===== src/rtl/std_cache_bypass_arbiter_if.sv =====
// Bypass request/response types and the bundle connecting requesters, the
// arbiter and the downstream bypass adapter.
package std_cache_bypass_pkg;
  typedef struct packed {
    logic        req;
    logic        we;
    logic [7:0]  be;
    logic [1:0]  size;
    logic [3:0]  amo_op;
    logic [3:0]  id;
    logic [63:0] addr;
    logic [63:0] wdata;
  } bypass_req_t;

  typedef struct packed {
    logic        gnt;
    logic        valid;
    logic [63:0] rdata;
  } bypass_rsp_t;
endpackage

interface std_cache_bypass_if
  import std_cache_bypass_pkg::*;
#(
  parameter int unsigned NR_PORTS = 4
);
  bypass_req_t [NR_PORTS-1:0] req_i;
  bypass_rsp_t [NR_PORTS-1:0] rsp_o;
  bypass_req_t                req_o;
  bypass_rsp_t                rsp_i;

  // slave: the arbiter; master: requesters plus downstream adapter
  modport slave  (input  req_i, output rsp_o, output req_o, input  rsp_i);
  modport master (output req_i, input  rsp_o, input  req_o, output rsp_i);
endinterface


===== src/rtl/std_cache_bypass_arbiter.sv =====
// Round-robin arbiter sharing the single uncached bypass port; one transaction
// in flight, response routed back to the owning requester.
module std_cache_bypass_arbiter
  import std_cache_bypass_pkg::*;
#(
  parameter int unsigned NR_PORTS = 4
) (
  input  logic              clk_i,
  input  logic              rst_ni,
  std_cache_bypass_if.slave bus,
  output logic              busy_o
);
  localparam int unsigned LW = (NR_PORTS > 1) ? $clog2(NR_PORTS) : 1;

  typedef enum logic [1:0] {IDLE, REQ, WAIT} state_e;

  state_e                     state_q, state_d;
  logic        [LW-1:0]       last_q, last_d;
  logic        [LW-1:0]       owner_q, owner_d;
  bypass_req_t                req_q, req_d;

  logic                       found;
  logic        [LW-1:0]       win;
  int unsigned                idx;
  bypass_rsp_t [NR_PORTS-1:0] rsp_o;
  bypass_req_t                req_o;

  // search ascends from the port after the last winner, wrapping around
  always_comb begin
    found = 1'b0;
    win   = '0;
    idx   = 0;
    for (int k = 1; k <= NR_PORTS; k++) begin
      idx = (int'(last_q) + k) % NR_PORTS;
      if (!found && bus.req_i[LW'(idx)].req) begin
        found = 1'b1;
        win   = LW'(idx);
      end
    end
  end

  always_comb begin
    state_d = state_q;
    last_d  = last_q;
    owner_d = owner_q;
    req_d   = req_q;
    rsp_o   = '0;
    req_o   = '0;
    unique case (state_q)
      IDLE: begin
        if (found) begin
          rsp_o[win].gnt = 1'b1;
          req_d          = bus.req_i[win];
          // id carries the port index downstream, strobe is re-driven from state
          req_d.id       = 4'(win);
          req_d.req      = 1'b0;
          owner_d        = win;
          last_d         = win;
          state_d        = REQ;
        end
      end
      REQ: begin
        req_o     = req_q;
        req_o.req = 1'b1;
        if (bus.rsp_i.gnt) begin
          if (bus.rsp_i.valid) begin
            rsp_o[owner_q].valid = 1'b1;
            rsp_o[owner_q].rdata = bus.rsp_i.rdata;
            state_d              = IDLE;
          end else begin
            state_d = WAIT;
          end
        end
      end
      WAIT: begin
        req_o = req_q;
        if (bus.rsp_i.valid) begin
          rsp_o[owner_q].valid = 1'b1;
          rsp_o[owner_q].rdata = bus.rsp_i.rdata;
          state_d              = IDLE;
        end
      end
      default: state_d = IDLE;
    endcase
  end

  always_ff @(posedge clk_i or negedge rst_ni) begin
    if (!rst_ni) begin
      state_q <= IDLE;
      last_q  <= LW'(NR_PORTS - 1);
      owner_q <= '0;
      req_q   <= '0;
    end else begin
      state_q <= state_d;
      last_q  <= last_d;
      owner_q <= owner_d;
      req_q   <= req_d;
    end
  end

  assign bus.rsp_o = rsp_o;
  assign bus.req_o = req_o;
  assign busy_o    = (state_q != IDLE);

  // a downstream valid with no granted request outstanding is dropped
  always_ff @(posedge clk_i) begin
    if (rst_ni) begin
      assert (!(bus.rsp_i.valid &&
                ((state_q == IDLE) || (state_q == REQ && !bus.rsp_i.gnt))))
        else $warning("spurious downstream valid ignored");
    end
  end
endmodule

===== src/flat_wrapper.sv =====
// flat-port wrapper written by rule: the top's interface ports become plain ports
module std_cache_bypass_arbiter_flat import std_cache_bypass_pkg::*;
#(
  parameter int unsigned NR_PORTS = 4
)
  (clk_i, rst_ni, busy_o, bus_req_i, bus_rsp_o, bus_req_o, bus_rsp_i);
  std_cache_bypass_if #(.NR_PORTS(NR_PORTS)) bus_i ();
  input  logic clk_i;
  input  logic rst_ni;
  output logic busy_o;
  input wire logic [$bits(bus_i.req_i)-1:0] bus_req_i;
  output wire logic [$bits(bus_i.rsp_o)-1:0] bus_rsp_o;
  output wire logic [$bits(bus_i.req_o)-1:0] bus_req_o;
  input wire logic [$bits(bus_i.rsp_i)-1:0] bus_rsp_i;
  assign bus_i.req_i = bus_req_i;
  assign bus_rsp_o = bus_i.rsp_o;
  assign bus_req_o = bus_i.req_o;
  assign bus_i.rsp_i = bus_rsp_i;
  std_cache_bypass_arbiter #(.NR_PORTS(NR_PORTS)) u_core (.clk_i(clk_i), .rst_ni(rst_ni), .bus(bus_i), .busy_o(busy_o));
endmodule

===== config.mk =====
export PLATFORM = sky130hd
export DESIGN_NAME = std_cache_bypass_arbiter_flat
export DESIGN_NICKNAME = d
export VERILOG_FILES = /design/src/rtl/std_cache_bypass_arbiter_if.sv /design/src/rtl/std_cache_bypass_arbiter.sv /design/src/flat_wrapper.sv
export SDC_FILE = /design/constraint.sdc
export NUM_CORES = 1
export LEC_CHECK = 0
export ABC_CLOCK_PERIOD_IN_PS = 3200
export CORE_AREA = 2 2 420 422
export DETAILED_ROUTE_END_ITERATION = 7
export DIE_AREA = 0 0 422 424
export REMOVE_ABC_BUFFERS = 1
export SKIP_LAST_GASP = 1
export SYNTH_ARGS = -nofsm -noshare
export SYNTH_HDL_FRONTEND = slang
export SYNTH_SLANG_ARGS = --single-unit

===== constraint.sdc =====
create_clock -name clk_i -period 3.2 [get_ports clk_i]
set_input_delay 0.64 -clock clk_i [delete_from_list [all_inputs] [get_ports clk_i]]
set_output_delay 0.64 -clock clk_i [all_outputs]
set_load 0.005 [all_outputs]

Yosys cells after proc, flatten, opt, wreduce, memory -nomap -nowiden
Cells that the tools add are included.
{"block": "word_totals", "output_inout_bits": 413, "ff_bits": 149, "inputBits": 660, "word_cells": 73}
{"block": "classes", "n_eq_ne": 5, "reduce_logical": 12, "n_mux": 35, "magnitude_cmp": 8, "add_sub_neg": 4}
{"operator": "$bmux W148 S2", "count": 5}
{"operator": "$mux W264", "count": 3}
{"operator": "$pmux W264 S3", "count": 1}
{"operator": "$mux W148", "count": 4}
{"operator": "$demux W66 S2", "count": 3}
{"operator": "$pmux W148 S2", "count": 1}
{"operator": "$bwmux W264", "count": 1}
{"operator": "$mux W147", "count": 1}
{"operator": "$mux W66", "count": 1}
{"operator": "$mux W65", "count": 1}
{"operator": "$mux W64", "count": 1}
{"operator": "$lt A2 B3 Y1 const B", "count": 6}
{"operator": "$mux W2", "count": 8}
{"operator": "$pmux W2 S3", "count": 1}
{"operator": "$logic_and A1 B1 Y1", "count": 5}
{"operator": "$add A2 B1 Y2 const B", "count": 2}
{"operator": "$add A2 B2 Y2 const B", "count": 2}
{"operator": "$ge A2 B1 Y1 const B", "count": 2}
{"operator": "$mux W1", "count": 4}
{"operator": "$ne A2 B2 Y1 const B", "count": 2}
{"operator": "$logic_not A1 Y1", "count": 3}
{"operator": "$reduce_and A3 Y1", "count": 1}
{"operator": "$eq A2 B1 Y1 const B", "count": 1}
{"operator": "$eq A2 B2 Y1 const B", "count": 1}
{"operator": "other kinds (4)", "count": 4}

Longest topological paths before layout
Gate-level depths: netlist of the first run.
{"block": "depth", "ltp_word": 19, "mapped_depth": 9, "depth_no_buf": 7}

Worst setup path after synthesis of the first run
Ideal clock, no wire load.
{"block": "synth_timing", "path_type": "register to output", "startpoint": "register u_core.state_q[1]", "endpoint": "output bus_rsp_o[10]", "required_ns": 2.560, "slack_ns": 0.662, "path_buffers": 2, "t_arrival_ns": 1.898, "path_stages_with_launch": 9, "cell_sequence": "dfrtp_1 -> inv_1 -> ha_1 -> a21oi_1 -> nor3b_1 -> nor3b_1 -> clkbuf_1 -> clkbuf_1 -> and2_1"}
{"block": "synth_via", "elab_chain_len": 2, "word_cells_on_any_way": 4, "cone_classes": "eq/ne (2); mux (1); reduce/logical (1)"}
{"element": "from (decl)", "line_no": "std_cache_bypass_arbiter.sv:17", "source": "state_e state_q, state_d;"}
{"element": "from (signal assigned)", "line_no": "std_cache_bypass_arbiter.sv:94", "source": "state_q <= state_d;"}
{"element": "$eq A2 B2 Y1, or another cell as far along", "line_no": "std_cache_bypass_arbiter.sv:49", "source": "unique case (state_q)"}
{"element": "$pmux W264 S3 (*)", "line_no": "std_cache_bypass_arbiter.sv:49"}
{"element": "to (decl)", "line_no": "flat_wrapper.sv:12", "source": "output wire logic [$bits(bus_i.rsp_o)-1:0] bus_rsp_o;"}
Every way passes the cells marked *; elsewhere a longest branch is shown, timed or not.

Worst setup path in the final report of the first run
{"block": "layout_timing", "startpoint": "register u_core.state_q[0]", "endpoint": "output bus_rsp_o[222]"}
The elaborated chain is that of the path after synthesis.

==> impl_metrics.py, run 1 <==
metrics = {
    "timing": {
        "tightest_slew_ns": 0.7914,
        "hold_viol_final": 0,
        "fmaxAchievable_ghz": 0.2918,
        "rsz0062_at_grt": "yes",
        "setup_viol": 221,
        "fin_ws_ns": -0.2276,
        "maxSlewHeadroom": 0.4724,
        "fin_crit_sh": 1.071,
        "fin_crit_ns": 3.428,
        "slew_viol_final": 0,
        "setup-tns-final_ns": -20.92,
        "fin_worst_skew_ns": 0.01621,
    },
    "power_and_ir_drop": {
        "p_leak_nw": 15.26,
        "total_power_mw": 20.03,
        "ir_worst_vdd_mv": 0.4234,
        "p_per_area_mw_per_mm2": 664.3,
    },
    "floorplanning": {
        "ioPinCount": 1073,
        "initial_utilization": 0.06807,
        "die_area_mm2": 0.1789,
        "die_h_um": 424,
        "rows": 154,
        "core_mm2": 0.1750,
        "die_w_um": 422,
    },
    "worst_setup_path": {
        "worstPathMaxFanout": 7,
        "timing.critical_path.mode_cell": "buf_4",
        "crit_path_end_kind": "primary output",
        "cp.required_ns": 2.56,
        "cp-start-kind": "flop",
        "crit_chain": "inv_2 -> ha_4 -> a21oi_2 -> nor3b_4 -> and3_4 -> buf_12 -> buf_4 -> buf_4 -> clkbuf_16 -> buf_6 -> and2_1 -> dlymetal6s2s_1",
        "crit_path_top_delay_cell": "dfrtp_1",
        "arrival_ns": 2.79,
        "max_stage_delay_ns": 0.44,
        "path_class": "flop to primary output",
    },
    "yosys": {
        "ys_seq_area_frac": 0.3133,
        "synthFlopType": "dfrtp_1",
        "yosysTopAreaCell": "dfrtp_1",
        "synth_edf_count": 0,
        "avgSynthCellArea_um2": 9.134,
        "netlist_area_mm2": 0.01191,
        "async_reset_ff_frac": 1.000,
        "ys_types": 33,
        "synth_area_leaders": "dfrtp_1 31%, mux2i_1 24%, and2_1 21%, o221ai_1 11%, nand2_1 4.8%",
        "yosysWarnings": 0,
        "syn-instance-count": 1304,
        "synth_seq_cells": 149,
        "synth.top_cell.area_share": 0.3089,
    },
    "detailed_routing": {
        "detail_route.wl_per_cell_um": 26.44,
        "wl_mm": 129.6,
        "num_vias": 16050,
        "ant_nets": 0,
        "dr.pass1.iters": 5,
        "drt_iter0_drc": 850,
        "drc_errors": 0,
        "routed_via_density": 3.274,
    },
    "cts": {
        "cts.clk_slew.worst_paths_ns": 0.08,
        "cts_htree_levels": 4,
        "cts_buffers": 17,
        "insertion_delay_ns": 0.53,
        "cts_max_path_buffers": 2,
        "clock-sinks": 149,
        "cts_tree": "yes",
        "cts_root_buffer": "clkbuf_16",
    },
    "placed_design": {
        "dp_slack_ns": -0.3108,
        "portBuffers": 1054,
        "hpwlAfterDp_mm": 101.8,
        "post-place-cells": 4699,
        "place_congestion": 0.8971,
    },
    "final_layout": {
        "num-nets-final": 3203,
        "area_growth_pct": 153.2,
        "stdcell_count": 4900,
        "layout-drive-gt1-share": 0.2676,
        "utilization": 0.1724,
        "num-fill-cells": 19610,
        "final_common_cell": "clkdlybuf4s50_1",
        "layout_common_cells": "674 x clkdlybuf4s50_1, 286 x mux2i_1, 282 x and2_1",
    },
    "grt": {
        "grt_max_degree": 68,
        "grt_pass1_vias": 15370,
        "grt_overflow": 0,
        "grt_pass1_wl_mm": 151.2,
        "antenna_found_initial": 64,
        "track_usage": 0.1274,
    },
    "status": {
        "status": "finished, violations left",
        "violations": "setup timing",
    },
    "hold_path": {
        "min_path_type": "input pin to asynchronous set/reset pin",
    },
    "run": {
        "max-cap-violations": 0,
    },
}
[layout make-up]
class                      instances  area, um2  area share
inverter                           6      25.02   0.0008297
antenna                            8      20.02   0.0006638
sequential                       149       3732      0.1238
clock inverter                    14      190.2    0.006306
timing repair buffer            1339      14870      0.4932
multi-input combinational       1026       7961      0.2640
tap                             2340       2928     0.09708
clock buffer                      18      429.2     0.01423
[metrics by stage]
stage / instance area [um2] / hold WS [ns]
2_1_floorplan: 11230 / 0.3444
3_3_place_gp: 26680 / 0.4618
3_5_place_dp: 26680 / 0.4644
4_1_cts: 27600 / 0.1329
5_1_grt: 30140 / 0.1818
6_report: 30160 / 0.1598
[report_power, final]
part	switching, mW	internal (mW)	total (mW)
logic	6.92	7.22	14.1
registers	0.663	2.87	3.54
clock network	1.11	1.25	2.36
total	8.70	11.3	20.0
[routing by layer]
layer,vias to the layer above,part of all wire,track usage
met2,792,0.53,0.2385
met4,22,0.025,0.02685
met3,189,0.066,0.03556
met5,-,0.0010,0
li1,7081,-,-
met1,7961,0.37,0.1419
[timing repair]
item                                    4_1_cts  5_1_grt
resized for setup                            25      700
endpoints found under the setup margin      382      384
buffers inserted                             10      120
gates cloned                                  6       30
hold buffers                                  0        0
pin swaps                                     1        9
[cell usage after synthesis, types with 5 or more instances]
master,n
inv_1,6
clkbuf_4,6
nor2_1,7
a21oi_1,6
buf_8,10
buf_4,12
buf_2,16
o221ai_1,143
mux2i_1,286
nand2b_1,5
and2_1,401
dfrtp_1,147
clkbuf_1,79
nand2_1,152
[critical path: cells and delay by family (launching register included)]
family                     cells  cell delay [ns]
AOI/OAI and AO/OA              1             0.05
buffers and inverters          7             0.90
adders and majority gates      1             0.16
and+or+nand+nor                3             0.71
DFF                            1             0.44
[sequential cells by signal, summed over array words and instances (netlist names)]
register and flops:
u_core.owner_q 2, u_core.req_q 143, u_core.state_q 2, u_core.last_q 2
[path summary, 6_finish.rpt]
kind | to | depth (start not counted) | slack, ns | from
min reg2reg | u_core.req_q[8] | 2 | 0.48 | u_core.req_q[8]
max reg2reg | u_core.req_q[139] | 8 | 0.50 | u_core.last_q[1]
min in group clk_i | u_core.req_q[8] | 2 | 0.48 | u_core.req_q[8]
min | u_core.req_q[126] | 1 | 0.16 | rst_ni
max | bus_rsp_o[222] | 12 | -0.23 | u_core.state_q[0]
max in group asynchronous | u_core.req_q[74] | 2 | 2.25 | rst_ni
[logic make-up after synthesis]
| logic type | count (synthesis) | share of synthesized area |
|---|---|---|
| DFF | 149 | 0.3133 |
| other | 1 | 0.0003149 |
| and+or+nand+nor | 574 | 0.2684 |
| muxes | 287 | 0.2413 |
| adders and majority gates | 4 | 0.004202 |
| buffers and inverters | 132 | 0.05967 |
| AOI/OAI and AO/OA | 157 | 0.1128 |
Power figures use the tool's default switching activity.
==> run 2, diff against run 1 <==
--- a/config.mk
+++ b/config.mk
@@ -6,11 +6,15 @@
 export NUM_CORES = 1
 export LEC_CHECK = 0
 export ABC_CLOCK_PERIOD_IN_PS = 3200
-export CORE_AREA = 2 2 420 422
+export CELL_PAD_IN_SITES_DETAIL_PLACEMENT = 0
+export CELL_PAD_IN_SITES_GLOBAL_PLACEMENT = 1
+export CORE_AREA = 2 2 421 423
 export DETAILED_ROUTE_END_ITERATION = 7
-export DIE_AREA = 0 0 422 424
+export DIE_AREA = 0 0 423 425
+export PLACE_DENSITY_LB_ADDON = 0.1
 export REMOVE_ABC_BUFFERS = 1
 export SKIP_LAST_GASP = 1
 export SYNTH_ARGS = -nofsm -noshare
 export SYNTH_HDL_FRONTEND = slang
 export SYNTH_SLANG_ARGS = --single-unit
+export TNS_END_PERCENT = 100
==> run 2 against run 1 <==
Against the previous run:
- the flow still finishes with violations (setup timing)
- worst setup slack worse by 0.12 ns
- register-to-register slack better by 0.09 ns
- die area grew 0.47%
- core utilization is 1.3 points lower
- critical path depth shrank 1
- routed wire length is 22% lower
- non-clock buffer count shrank 82
- clock skew shrank 0.0033 ns
- clock power fell by 4%
- via count down 8.8%
- first-iteration DRC count down 40%
- sequential cell count unchanged
==> impl_metrics.py, run 2 (synthesis results as in run 1) <==
metrics = {
    "status": {
        "status": "finished, violations left",
        "violations": "setup timing",
    },
    "cts": {
        "insertion_delay_ns": 0.52,
        "cts_htree_levels": 4,
        "cts_buffers": 17,
        "cts_max_path_buffers": 2,
        "clock-sinks": 149,
        "hold_buffers": 0,
        "cts.clk_slew.worst_paths_ns": 0.08,
        "cts_tree": "yes",
        "cts_root_buffer": "clkbuf_16",
    },
    "placed_design": {
        "post-place-cells": 4687,
        "place_congestion": 0.7677,
        "dpl-instance-area_mm2": 0.02612,
        "portBuffers": 1054,
        "dp_slack_ns": -0.3084,
        "hpwlAfterDp_mm": 78.64,
    },
    "grt": {
        "grt_max_degree": 74,
        "track_usage": 0.1028,
        "grt_pass1_wl_mm": 129.0,
        "grt_util_met1": 0.1025,
        "gr-max-usage-layer": "met2",
        "met3_usage": 0.03673,
        "grt_pass1_vias": 15270,
        "grt_overflow": 0,
        "antenna_found_initial": 16,
        "met2_usage": 0.2005,
    },
    "detailed_routing": {
        "drc_errors": 0,
        "detail_route.wl_per_cell_um": 20.87,
        "dr.pass1.iters": 4,
        "ant_nets": 0,
        "drt_iter0_drc": 512,
        "wl_mm": 100.5,
        "num_vias": 14640,
        "routed_via_density": 3.039,
    },
    "timing": {
        "setup-tns-final_ns": -41.35,
        "fmaxAchievable_ghz": 0.2817,
        "tightest_slew_ns": 0.8095,
        "fin_crit_ns": 3.549,
        "fin_worst_skew_ns": 0.01287,
        "fin_crit_sh": 1.109,
        "hold_slack_ns": 0.1132,
        "slew_viol_final": 0,
        "hold_viol_final": 0,
        "rsz0062_at_grt": "yes",
        "setup_viol": 225,
        "maxSlewHeadroom": 0.4604,
        "fin_ws_ns": -0.3493,
    },
    "final_layout": {
        "largest_reg_flops": 143,
        "layout_common_cells": "762 x clkdlybuf4s50_1, 359 x and2_1, 286 x mux2i_1",
        "top_register": "u_core.req_q",
        "num-nets-final": 3119,
        "area.sequential_mm2": 0.003734,
        "multiInputGateArea_mm2": 0.007709,
        "num-fill-cells": 19780,
        "final_common_cell": "clkdlybuf4s50_1",
        "stdcell_count": 4818,
        "final_cell_area_mm2": 0.02799,
        "area_growth_pct": 135.0,
        "layout-drive-gt1-share": 0.1803,
    },
    "power_and_ir_drop": {
        "p_leak_nw": 13.84,
        "ir_worst_vdd_mv": 0.4104,
        "p_per_area_mw_per_mm2": 652.2,
    },
    "floorplanning": {
        "die_w_um": 423,
        "rows": 154,
        "ioPinCount": 1073,
        "die_h_um": 425,
        "initial_utilization": 0.06792,
        "die_area_mm2": 0.1798,
        "core_mm2": 0.1753,
    },
    "hold_path": {
        "min_path_type": "input pin to asynchronous set/reset pin",
    },
    "worst_setup_path": {
        "crit_path_end_kind": "primary output",
        "crit_chain": "inv_2 -> ha_4 -> a21oi_2 -> nor3b_2 -> buf_4 -> buf_6 -> and3_2 -> buf_12 -> buf_4 -> and2_1 -> clkdlybuf4s50_1",
        "timing.critical_path.mode_cell": "buf_4",
        "cp-start-kind": "flop",
        "arrival_ns": 2.91,
        "path_class": "flop to primary output",
        "r2r-start": "u_core.last_q[1]",
        "max_stage_delay_ns": 0.52,
        "critPathBufInv": 6,
        "crit_family": "buffers and inverters",
        "worstPathMaxFanout": 10,
        "cp-startpoint": "u_core.state_q[1]",
        "crit_path_top_delay_cell": "clkdlybuf4s50_1",
        "cp.required_ns": 2.56,
    },
    "run": {
        "max-cap-violations": 0,
    },
}
==> run 2: changes by cell type in the layout (fill, tap and decap cells not counted), sizes merged <==
cell           previous run  this run
dlygate4sd2               0         6
clkdlybuf4s15             0         4
clkinvlp                  3         1
o21a                      3         1
clkbuf                   87       126
buf                     434       239
clkinv                    1         3
clkdlybuf4s50           674       762
diode                     8        10
dlymetal6s2s            162       140
bufinv                    3         1
==> run 2: path summary, 6_finish.rpt <==
| kind | to | slack, ns | cells after the start |
|---|---|---|---|
| worst max-delay path | bus_rsp_o[242] | -0.35 | 11 |
| worst min-delay path | u_core.req_q[87] | 0.11 | 1 |
| worst max register to register | u_core.req_q[114] | 0.59 | 8 |
| worst min register to register | u_core.req_q[114] | 0.48 | 2 |
| max in group asynchronous | u_core.req_q[109] | 2.30 | 2 |
| min in group clk_i | u_core.req_q[114] | 0.48 | 2 |
==> run 2: cell type report <==
| class | instances | share of cell area |
|---|---|---|
| well taps | 2340 | 0.1046 |
| inverters | 6 | 0.0008045 |
| repair buffers | 1257 | 0.4639 |
| flip-flops and latches | 149 | 0.1334 |
| clock inverters | 12 | 0.004738 |
| multi-input cells | 1024 | 0.2754 |
| diodes | 10 | 0.0008939 |
| clock buffers | 20 | 0.01631 |
==> run 2: report_power, final <==
part | total, mW | internal [mW] | leakage, nW | switching (mW)
Clock | 2.27 | 1.14 | 0.288 | 1.13
Sequential | 3.39 | 2.87 | 1.83 | 0.515
Combinational | 12.6 | 6.34 | 11.7 | 6.27
Total | 18.3 | 10.3 | 13.8 | 7.91
==> run 2: stage by stage <==
stage	util	power, mW
floorplan	-	7.985
global placement	0.1490	15.54
detailed placement	0.1490	15.45
CTS	0.1546	18.44
global route	0.1596	19.78
finish	0.1597	18.26
==> run 2: what timing repair did <==
item / CTS / global route
hold endpoints to repair: 0 / 0
cloned: 6 / 16
resized for setup: 123 / 595
setup endpoints to repair: 409 / 397
pin swaps: 0 / 7
buffers inserted: 20 / 64
==> run 2: per-layer routing <==
| metal | wire [um] | vias to the layer above |
|---|---|---|
| met3 | 7129 | 50 |
| met4 | 1588 | 10 |
| met1 | 35410 | 7056 |
| met5 | 61 | - |
| met2 | 56350 | 619 |
| li1 | - | 6906 |
